--- config.mk ---
export PLATFORM = sky130hd
export DESIGN_NAME = sar_search
export DESIGN_NICKNAME = d
export VERILOG_FILES = /design/src/rtl/sar_pkg.sv /design/src/rtl/sar_search.sv
export SDC_FILE = /design/constraint.sdc
export NUM_CORES = 1
export LEC_CHECK = 0
export CAP_MARGIN = 25
export CORE_MARGIN = 2
export CORE_UTILIZATION = 25
export DETAILED_ROUTE_END_ITERATION = 16
export PLACE_DENSITY = 0.49
export SLEW_MARGIN = 0
export SYNTH_ARGS = -nofsm -noshare
export SYNTH_HDL_FRONTEND = slang
export SYNTH_SLANG_ARGS = --single-unit
--- constraint.sdc ---
create_clock -name clk -period 5.04 [get_ports clk]
set_clock_uncertainty 0.2 [all_clocks]
set_input_delay 0.504 -clock clk [delete_from_list [all_inputs] [get_ports clk]]
set_output_delay 0.504 -clock clk [all_outputs]
set_load 0.005 [all_outputs]
--- src/rtl/sar_pkg.sv ---
// Shared types for the successive-approximation search block: FSM states and
// the comparator flag decode.
package sar_pkg;

  typedef enum logic {
    S_IDLE   = 1'b0,
    S_SEARCH = 1'b1
  } sar_state_e;

  typedef enum logic [1:0] {
    DEC_KEEP   = 2'd0,
    DEC_LARGER = 2'd1,
    DEC_EQUAL  = 2'd2
  } sar_dec_e;

  // Equal wins over larger; "smaller" and "no flag" both mean keep the trial bit.
  function automatic sar_dec_e decode_flags(input logic eq, input logic lg);
    if (eq)      return DEC_EQUAL;
    else if (lg) return DEC_LARGER;
    else         return DEC_KEEP;
  endfunction

endpackage

--- src/rtl/sar_search.sv ---
// MSB-first binary search driving an external comparator; settles on the
// largest value not above the target, terminating early on an exact match.
//
// Handshake: the candidate is held stable while cmp_valid=0; the three flags
// are consumed only on a rising edge where the FSM is in SEARCH and
// cmp_valid=1. There is no timeout.
module sar_search
  import sar_pkg::*;
#(
  parameter int WIDTH = 8
) (
  input  logic             clk,
  input  logic             rst,
  input  logic             start,
  output logic [WIDTH-1:0] candidate,
  input  logic             cmp_valid,
  input  logic             cand_smaller,
  input  logic             cand_equal,
  input  logic             cand_larger,
  output logic             busy,
  output logic             done,
  output logic [WIDTH-1:0] result,
  output logic             found,
  output sar_state_e       state_dbg
);

  localparam int IW = $clog2(WIDTH);
  localparam logic [IW-1:0]    TOP_IDX = IW'(WIDTH - 1);
  localparam logic [WIDTH-1:0] ONE     = WIDTH'(1);

  sar_state_e       state_q, state_d;
  logic [IW-1:0]    idx_q, idx_d;
  logic [WIDTH-1:0] work_q, work_d;
  logic [WIDTH-1:0] cand_q, cand_d;
  logic [WIDTH-1:0] result_q, result_d;
  logic             found_q, found_d;
  logic             done_q, done_d;

  logic [WIDTH-1:0] work_nxt;
  sar_dec_e         dec;

  // "smaller" carries no extra information once equal and larger are known.
  logic unused_smaller;
  assign unused_smaller = cand_smaller;

  assign dec = decode_flags(cand_equal, cand_larger);

  always_comb begin
    state_d  = state_q;
    idx_d    = idx_q;
    work_d   = work_q;
    cand_d   = cand_q;
    result_d = result_q;
    found_d  = found_q;
    done_d   = 1'b0;
    work_nxt = work_q;
    case (state_q)
      S_IDLE: begin
        if (start) begin
          state_d = S_SEARCH;
          idx_d   = TOP_IDX;
          work_d  = '0;
          cand_d  = ONE << TOP_IDX;
          found_d = 1'b0;
        end
      end
      S_SEARCH: begin
        if (cmp_valid) begin
          if (dec == DEC_EQUAL) begin
            result_d = cand_q;
            found_d  = 1'b1;
            done_d   = 1'b1;
            state_d  = S_IDLE;
          end else begin
            work_nxt = (dec == DEC_KEEP) ? (work_q | (ONE << idx_q)) : work_q;
            work_d   = work_nxt;
            if (idx_q == '0) begin
              // Candidate mirrors result in IDLE, so both take the final value.
              result_d = work_nxt;
              cand_d   = work_nxt;
              found_d  = 1'b0;
              done_d   = 1'b1;
              state_d  = S_IDLE;
            end else begin
              idx_d  = idx_q - 1'b1;
              cand_d = work_nxt | (ONE << (idx_q - 1'b1));
            end
          end
        end
      end
      default: state_d = S_IDLE;
    endcase
  end

  always_ff @(posedge clk) begin
    if (rst) begin
      state_q  <= S_IDLE;
      idx_q    <= '0;
      work_q   <= '0;
      cand_q   <= '0;
      result_q <= '0;
      found_q  <= 1'b0;
      done_q   <= 1'b0;
    end else begin
      state_q  <= state_d;
      idx_q    <= idx_d;
      work_q   <= work_d;
      cand_q   <= cand_d;
      result_q <= result_d;
      found_q  <= found_d;
      done_q   <= done_d;
    end
  end

  assign candidate = cand_q;
  assign busy      = (state_q == S_SEARCH);
  assign done      = done_q;
  assign result    = result_q;
  assign found     = found_q;
  assign state_dbg = state_q;

endmodule

After elaboration in Yosys (flattened, before gate mapping)
Index checks and enable logic that the tools add are counted.

word-level totals
  register bits = 30
  input bits = 7
  output and inout bits = 20
  word-level logic and storage cells = 59

operators by class
  add/sub/neg operators = 1
  equal/unequal tests = 6
  shift operators = 2
  muxes and demuxes = 31
  bitwise logic cells = 4
  reductions and logical operators = 8

operator list
  operator               number
  $mux W8                10
  $pmux W8 S2            2
  $or A8 B8 Y8           2
  $shl A1 B3 Y8 const A  2
  $mux W3                4
  $mux W1                11
  $reduce_and A3 Y1      3
  $ne A2 B2 Y1 const B   4
  $pmux W3 S2            1
  $pmux W1 S2            2
  $reduce_and A4 Y1      1
  $logic_not A3 Y1       1
  $ne A3 B1 Y1 const B   1
  $reduce_or A3 Y1       1
  $sub A3 B1 Y3 const B  1
  $eq A2 B2 Y1 const B   1
  $logic_not A2 Y1       1
  $mux W2                1
  $not A1 Y1             2
  $reduce_bool A2 Y1     1

Longest topological paths before layout
Gate-level depths: netlist (run 1).

  depth after elaboration = 9
  gate-level depth with buffers = 6
  gate-level depth less buffers = 6

Worst setup path after synthesis (run 1)
Ideal clock, no wire load.

  path kind = register to register
  start point = register idx_q[0]
  end point = register result_q[0] (netlist: result[0])
  setup time = 0.117 ns
  arrival time = 1.424 ns
  required time = 4.723 ns
  slack = 3.299 ns
  cell stages (with the launch flop) = 6
  path buffers = 0
  period minus slack after synthesis = 1.741 ns
  path through = dfxtp_1 -> inv_1 -> ha_1 -> a41o_1 -> mux2_2 -> a22o_1

between the ends
  cells in the longest elaborated chain, start to end = 5
  elaborated cells between the ends (all ways) = 8
  those cells by class = shift: 1; mux: 3; bitwise: 1; reduce/logical: 3

ends and longest elaborated chain
  what                      RTL line           text
  start: declaration        sar_search.sv:32   logic [IW-1:0] idx_q, idx_d;
  start signal: assignment  sar_search.sv:106  idx_q <= idx_d;
  $shl A1 B3 Y8             sar_search.sv:75   work_nxt = (dec == DEC_KEEP) ? (work_q | (ONE << idx_q)) : work_q;
  $or A8 B8 Y8              sar_search.sv:75
  $mux W8                   sar_search.sv:75
  $mux W8                   sar_search.sv:77   if (idx_q == '0) begin
  $mux W8                   sar_search.sv:69   if (dec == DEC_EQUAL) begin
  end signal: assignment    sar_search.sv:109  result_q <= result_d;
  end: declaration          sar_search.sv:35   logic [WIDTH-1:0] result_q, result_d;

Several ways; a longest one is shown, not always the timed one. The select of a mux whose other input is x is not followed.
A chain may end at the register's enable or synchronous reset.

Final worst setup path (run 1)
  start point = input cand_equal
  end point = register cand_q[0] (netlist: candidate[0])

between the ends
  cells in the longest elaborated chain, start to end = 8
  elaborated cells between the ends (all ways) = 11
  those cells by class = eq/ne: 2; mux: 6; bitwise: 1; reduce/logical: 2

ends and longest elaborated chain
  what                    RTL line           text
  start: declaration      sar_search.sv:18   input logic cand_equal,
  $mux W2 (*)             sar_pkg.sv:18      if (eq) return DEC_EQUAL;
  $logic_not A2 Y1        sar_search.sv:75
  $mux W8                 sar_search.sv:75
  $or A8 B8 Y8            sar_search.sv:86   cand_d = work_nxt | (ONE << (idx_q - 1'b1));
  $mux W8                 sar_search.sv:77
  $mux W8                 sar_search.sv:69
  $mux W8                 sar_search.sv:68   if (cmp_valid) begin
  $pmux W8 S2             sar_search.sv:57   case (state_q)
  end signal: assignment  sar_search.sv:108  cand_q <= cand_d;
  end: declaration        sar_search.sv:34   logic [WIDTH-1:0] cand_q, cand_d;

Mark *: on every way between the ends. The rest lies on a longest branch, timed or not. The select of a mux whose other input is x is not followed.

==> metrics, run 1 <==
status=complete, no violations; initial core utilization=25.61%; Place WS=2.424 ns; clk_lat worst skew=0.28 ns; Die ar.=6220 sq um; gpl congestion=0.8058; Slew @ Worst Pin=0.7272 ns; Syn Area/Cell=9.598 sq um; most frequent cell after synthesis=dfxtp_1; vias in the first global route=1,151; Pleak=0.0006907 uW; Setup TNS=0 ns; Total GRT Usage=12.00%; crit start category=input pin; drt total wl=3469 um; share of flip-flops with an asynchronous set or reset=0%; Synth Register Bits=30; CP delay by family, top=simple AND/OR/NAND/NOR gates; post-CTS sizing=0; Pre-antenna DRT Iters=4; Via-to-Cell Ratio=5.029; die width=78.87 um; Syn Nets=159; leading cell types by count after synthesis=dfxtp_1, a21oi_1, nor2_1; post-detail-place hpwl=2634 um; CTS tree=done; Tcrit/Tclk final=45.90%; Die Y=78.87 um; WL/cell=14.33 um; critical path cell sequence=clkdlybuf4s50_1, nand3b_1, nand2_1, nor2_1, o2bb2ai_1; main area contributors after synthesis=dfxtp_1, ha_1, a22o_1; # setup viols final=0; EDFF count, synth=0; layout cell share with drive strength beyond 1=10.00%; detailed-route via count=1,217; CP endpoint kind=register; post-synthesis sequential area ratio=42.86%; RSZ-0062 raised after global routing=false; CTS Root Cell=clkbuf_8; worst setup margin=2.727 ns; crit-path max cell delay=0.73 ns; Sink Count=30; Iteration-0 DRC Markers=87; main flop type after synthesis=dfxtp_1; GRT overflow=0; Peak supply drop=0.08222 mV; # hold bufs at CTS=0; Syn Inst Count=146; Pwr Total=514.9 uW; post-route minimum period=2.313 ns; max-cap viol count=0; first-pass GRT wire length=5754 um; Worst-path clk slew=0.06 ns; warnings from Yosys=0; setup bufs post-CTS=0; area share of the largest cell type after synthesis=42.86%; Mapped Area=1401 sq um; cell taking the most area after synthesis=dfxtp_1; core area=5473 sq um; largest net degree at the start of global routing=18; antenna-violating nets left=0; fin. max-slew vios=0; worst hold-check path type=register to register; Std-Cell Rows=27; Data arrival, critical path=2.32 ns; number of remaining DRC errors=0; crit path max-delay cell type=clkdlybuf4s50_1; PD cells=289.2 nW/um^2; count of cell types in the netlist=40; Max Clock Freq=432.3 MHz; area grow syn2layout=27.05%; PortBufs=25; Slew HR=51.37%; final hold viol count=0; n_diodes=0; Req. time, crit path=5.05 ns; clock buffer count from CTS=5; Crit Path Max Fanout=13; IO Count=27; crit path buf inv count=1; initial antenna violation count=0; Final nets=184; H-tree levels=2; CTS Buffer Depth=2; critical path class=input pin to register
cell families after synthesis:
family | share of synthesized area, %
compound gates | 32.41
simple gates | 11.43
flops | 42.86
buf+inv | 4.732
fa+ha+maj | 5.357
mux | 3.214
sequential cells by signal (all words and copies together) (netlist names):
signal / flops
candidate: 8
result: 8
work_q: 8
idx_q: 3
busy: 1
done: 1
found: 1
layout by cell type, fill, tap and decap left out, types with 6 or more instances in the layout:
| cell | synthesis | layout |
|---|---|---|
| nor2_1 | 11 | 11 |
| a22o_1 | 8 | 8 |
| a21oi_1 | 11 | 11 |
| nand2_1 | 7 | 7 |
| clkbuf_8 | 0 | 6 |
| clkdlybuf4s50_1 | 0 | 25 |
| o21ai_0 | 8 | 8 |
| ha_1 | 6 | 6 |
| dfxtp_1 | 30 | 30 |
final timing paths:
| check | endpoint | slack (ns) | startpoint | depth (start not counted) |
|---|---|---|---|---|
| setup reg to reg | result[6]$_SDFFE_PP0P_ | 3.06 | idx_q[0]$_SDFFE_PP0P_ | 6 |
| hold / removal | result[2]$_SDFFE_PP0P_ | 0.28 | result[2]$_SDFFE_PP0P_ | 1 |
| setup / recovery | candidate[0]$_SDFFE_PP0P_ | 2.73 | cand_equal | 5 |
| hold reg to reg | result[2]$_SDFFE_PP0P_ | 0.28 | result[2]$_SDFFE_PP0P_ | 1 |
cell type report:
type	instances	area, sq um
Clock buffer	6	82.58
Fill cell	581	3692
Inverter	6	22.52
Multi-Input combinational cell	103	734.5
Sequential cell	30	600.6
Tap cell	72	90.09
Timing Repair Buffer	25	250.2
power breakdown:
group / switching [uW] / internal (uW) / total, uW
Combinational: 44.0 / 29.1 / 73.1
Clock: 84.9 / 105 / 190
Sequential: 8.93 / 243 / 252
routing by layer:
layer / up-vias / global-route usage (%) / wire length [um]
met5: - / 0 / 0
met4: 0 / 6.207 / 70
met3: 7 / 2.841 / 166
met2: 30 / 19.91 / 1613
met1: 582 / 14.43 / 1617
li1: 598 / - / -
stage by stage:
step	utilization, %	cells	area [sq um]	hold slack, ns
floorplan	-	146	1401	0.2567
global placement	31.02	236	1698	0.2601
detailed placement	31.02	236	1698	0.2673
CTS	32.53	242	1780	0.2803
global route	32.53	242	1780	0.2948
finish	32.53	242	1780	0.2752
(Power assumes the default switching activity.)
==> run 2, diff against run 1 <==
- clock period: 5.04 -> 2.25 ns (I/O delays scaled with it)
==> run 2 against run 1 <==
Combinational power is 130% higher. Power grew 120%. Worst setup slack worse by 2.4 ns. Cell count increased by 1.2%. Global-route usage decreased by 0.45 points. Clock power increased by 120%. Non-clock buffer count rose by 3.
==> metrics, run 2 (synthesized netlist as in run 1, its figures left out) <==
crit-path max cell delay=0.43 ns; P_sw=296.7 uW; Max Clock Freq=506.9 MHz; Setup TNS=0 ns; H-tree levels=2; vias in the first global route=1,144; # hold bufs at CTS=0; Peak supply drop=0.1886 mV; clk_lat worst skew=0.28 ns; WL/cell=13.54 um; area grow syn2layout=28.66%; leading cell type in the layout, fill and taps excluded=dfxtp_1; n_diodes=0; combinational share of power=14.5%; PortBufs=25; Data arrival, critical path=1.99 ns; Final nets=187; Iteration-0 DRC Markers=107; setup bufs post-CTS=0; reg-to-reg slack, setup=0.28 ns; M2 GR Usage=18.80%; PD cells=634.7 nW/um^2; Worst-path clk slew=0.06 ns; GRT overflow=0; Tcrit/Tclk final=87.68%; Sink Count=30; power share of the clock group=36.3%; final std cells w/o fill=245; Hold Path Origin=result[3]$_SDFFE_PP0P_; FILL cells=572; Req. time, crit path=2.27 ns; max-cap viol count=0; number of remaining DRC errors=0; fin. max-slew vios=0; critical path cell sequence=inv_1, ha_1, nand2b_2, a21oi_1, nor2_2, a22o_1; die width=78.87 um; detailed-route via count=1,197; CP delay by family, top=simple AND/OR/NAND/NOR gates; drt total wl=3317 um; antenna-violating nets left=0; Slew @ Worst Pin=0.4656 ns; met3 usage in global routing=3.523%; CTS Root Cell=clkbuf_8; grt peak-use layer=met2; worst setup margin=0.2773 ns; Slew HR=68.85%; worst hold-check path type=register to register; first-pass GRT wire length=5589 um; CP Depth=6; final hold viol count=0; critical path class=register to register; FF-to-FF End=result[4]$_SDFFE_PP0P_; CTS tree=done; CTS Buffer Depth=2; GRT met1 Usage=13.95%; CP endpoint kind=register; Via-to-Cell Ratio=4.886; initial antenna violation count=0; Critical path origin=idx_q[0]$_SDFFE_PP0P_; Place WS=0.2380 ns; Std-Cell Rows=27; RSZ-0062 raised after global routing=false; gpl congestion=0.7708; switching share of power=25.93%; clock buffer count from CTS=5; post-detail-place hpwl=2566 um; largest net degree at the start of global routing=14; post-route minimum period=1.973 ns; most frequent cells in the layout=dfxtp_1, clkdlybuf4s50_1, nor2_1, a21oi_1; crit start category=register; # setup viols final=0; final hold slack=0.2743 ns; Die Y=78.87 um; Finished Core Util=32.94%; initial core utilization=25.61%; core area=5473 sq um; FF-to-FF Start=idx_q[0]$_SDFFE_PP0P_; post-CTS sizing=0; R2R cell count=6; status=complete, no violations; Pleak=0.0007046 uW; Pre-antenna DRT Iters=4; crit path max-delay cell type=dfxtp_1; Crit Path Max Fanout=9; Int Power=847.6 uW; IO Count=27; Critical path destination=result[4]$_SDFFE_PP0P_; Inst Count DP=239; Total GRT Usage=11.54%; fraction of power consumed by sequential logic=49.3%; crit path buf inv count=1; Die ar.=6220 sq um; layout cell share with drive strength beyond 1=11.56%
==> run 2: cell count changes in the layout (fill, tap and decap cells not counted) <==
cell / change
buf_4: +3
==> run 2: worst min path at each step <==
stage | cells past startpoint | endpoint | slack [ns]
2_1_floorplan | 1 | busy$_SDFF_PP0_ | 0.14
3_3_place_gp | 1 | result[1]$_SDFFE_PP0P_ | 0.26
3_5_place_dp | 1 | result[6]$_SDFFE_PP0P_ | 0.27
4_1_cts | 1 | result[6]$_SDFFE_PP0P_ | 0.28
5_1_grt | 1 | result[6]$_SDFFE_PP0P_ | 0.29
6_report | 1 | result[3]$_SDFFE_PP0P_ | 0.27
==> run 2: layout make-up <==
cell class / count / area, sq um / area share, %
multi-input combinational: 103 / 734.5 / 40.74
sequential: 30 / 600.6 / 33.31
timing repair buffer: 28 / 272.8 / 15.13
tap: 72 / 90.09 / 4.997
clock buffer: 6 / 82.58 / 4.580
inverter: 6 / 22.52 / 1.249
==> run 2: power groups by stage <==
| stage | registers, uW | logic [uW] | clock network, uW |
|---|---|---|---|
| floorplan | 567 | 117 | 0 |
| global placement | 575 | 164 | 0 |
| detailed placement | 575 | 165 | 0 |
| CTS | 563 | 166 | 435 |
| global route | 566 | 185 | 450 |
| finish | 564 | 165 | 415 |
==> run 2: stage by stage <==
stage	cell area, sq um	total power (uW)
after CTS	1803	1165
after floorplan	1401	684.0
final	1803	1144
after detailed placement	1720	740.1
after global placement	1720	739.1
after global routing	1803	1201
==> run 2: layer usage <==
metal  vias up  wire [um]  share of wire (%)
met5         -          0                  0
met4         0         74                2.2
met3         6        139                4.2
met2        29       1582                 48
met1       559       1521                 46
li1        603          -                  -
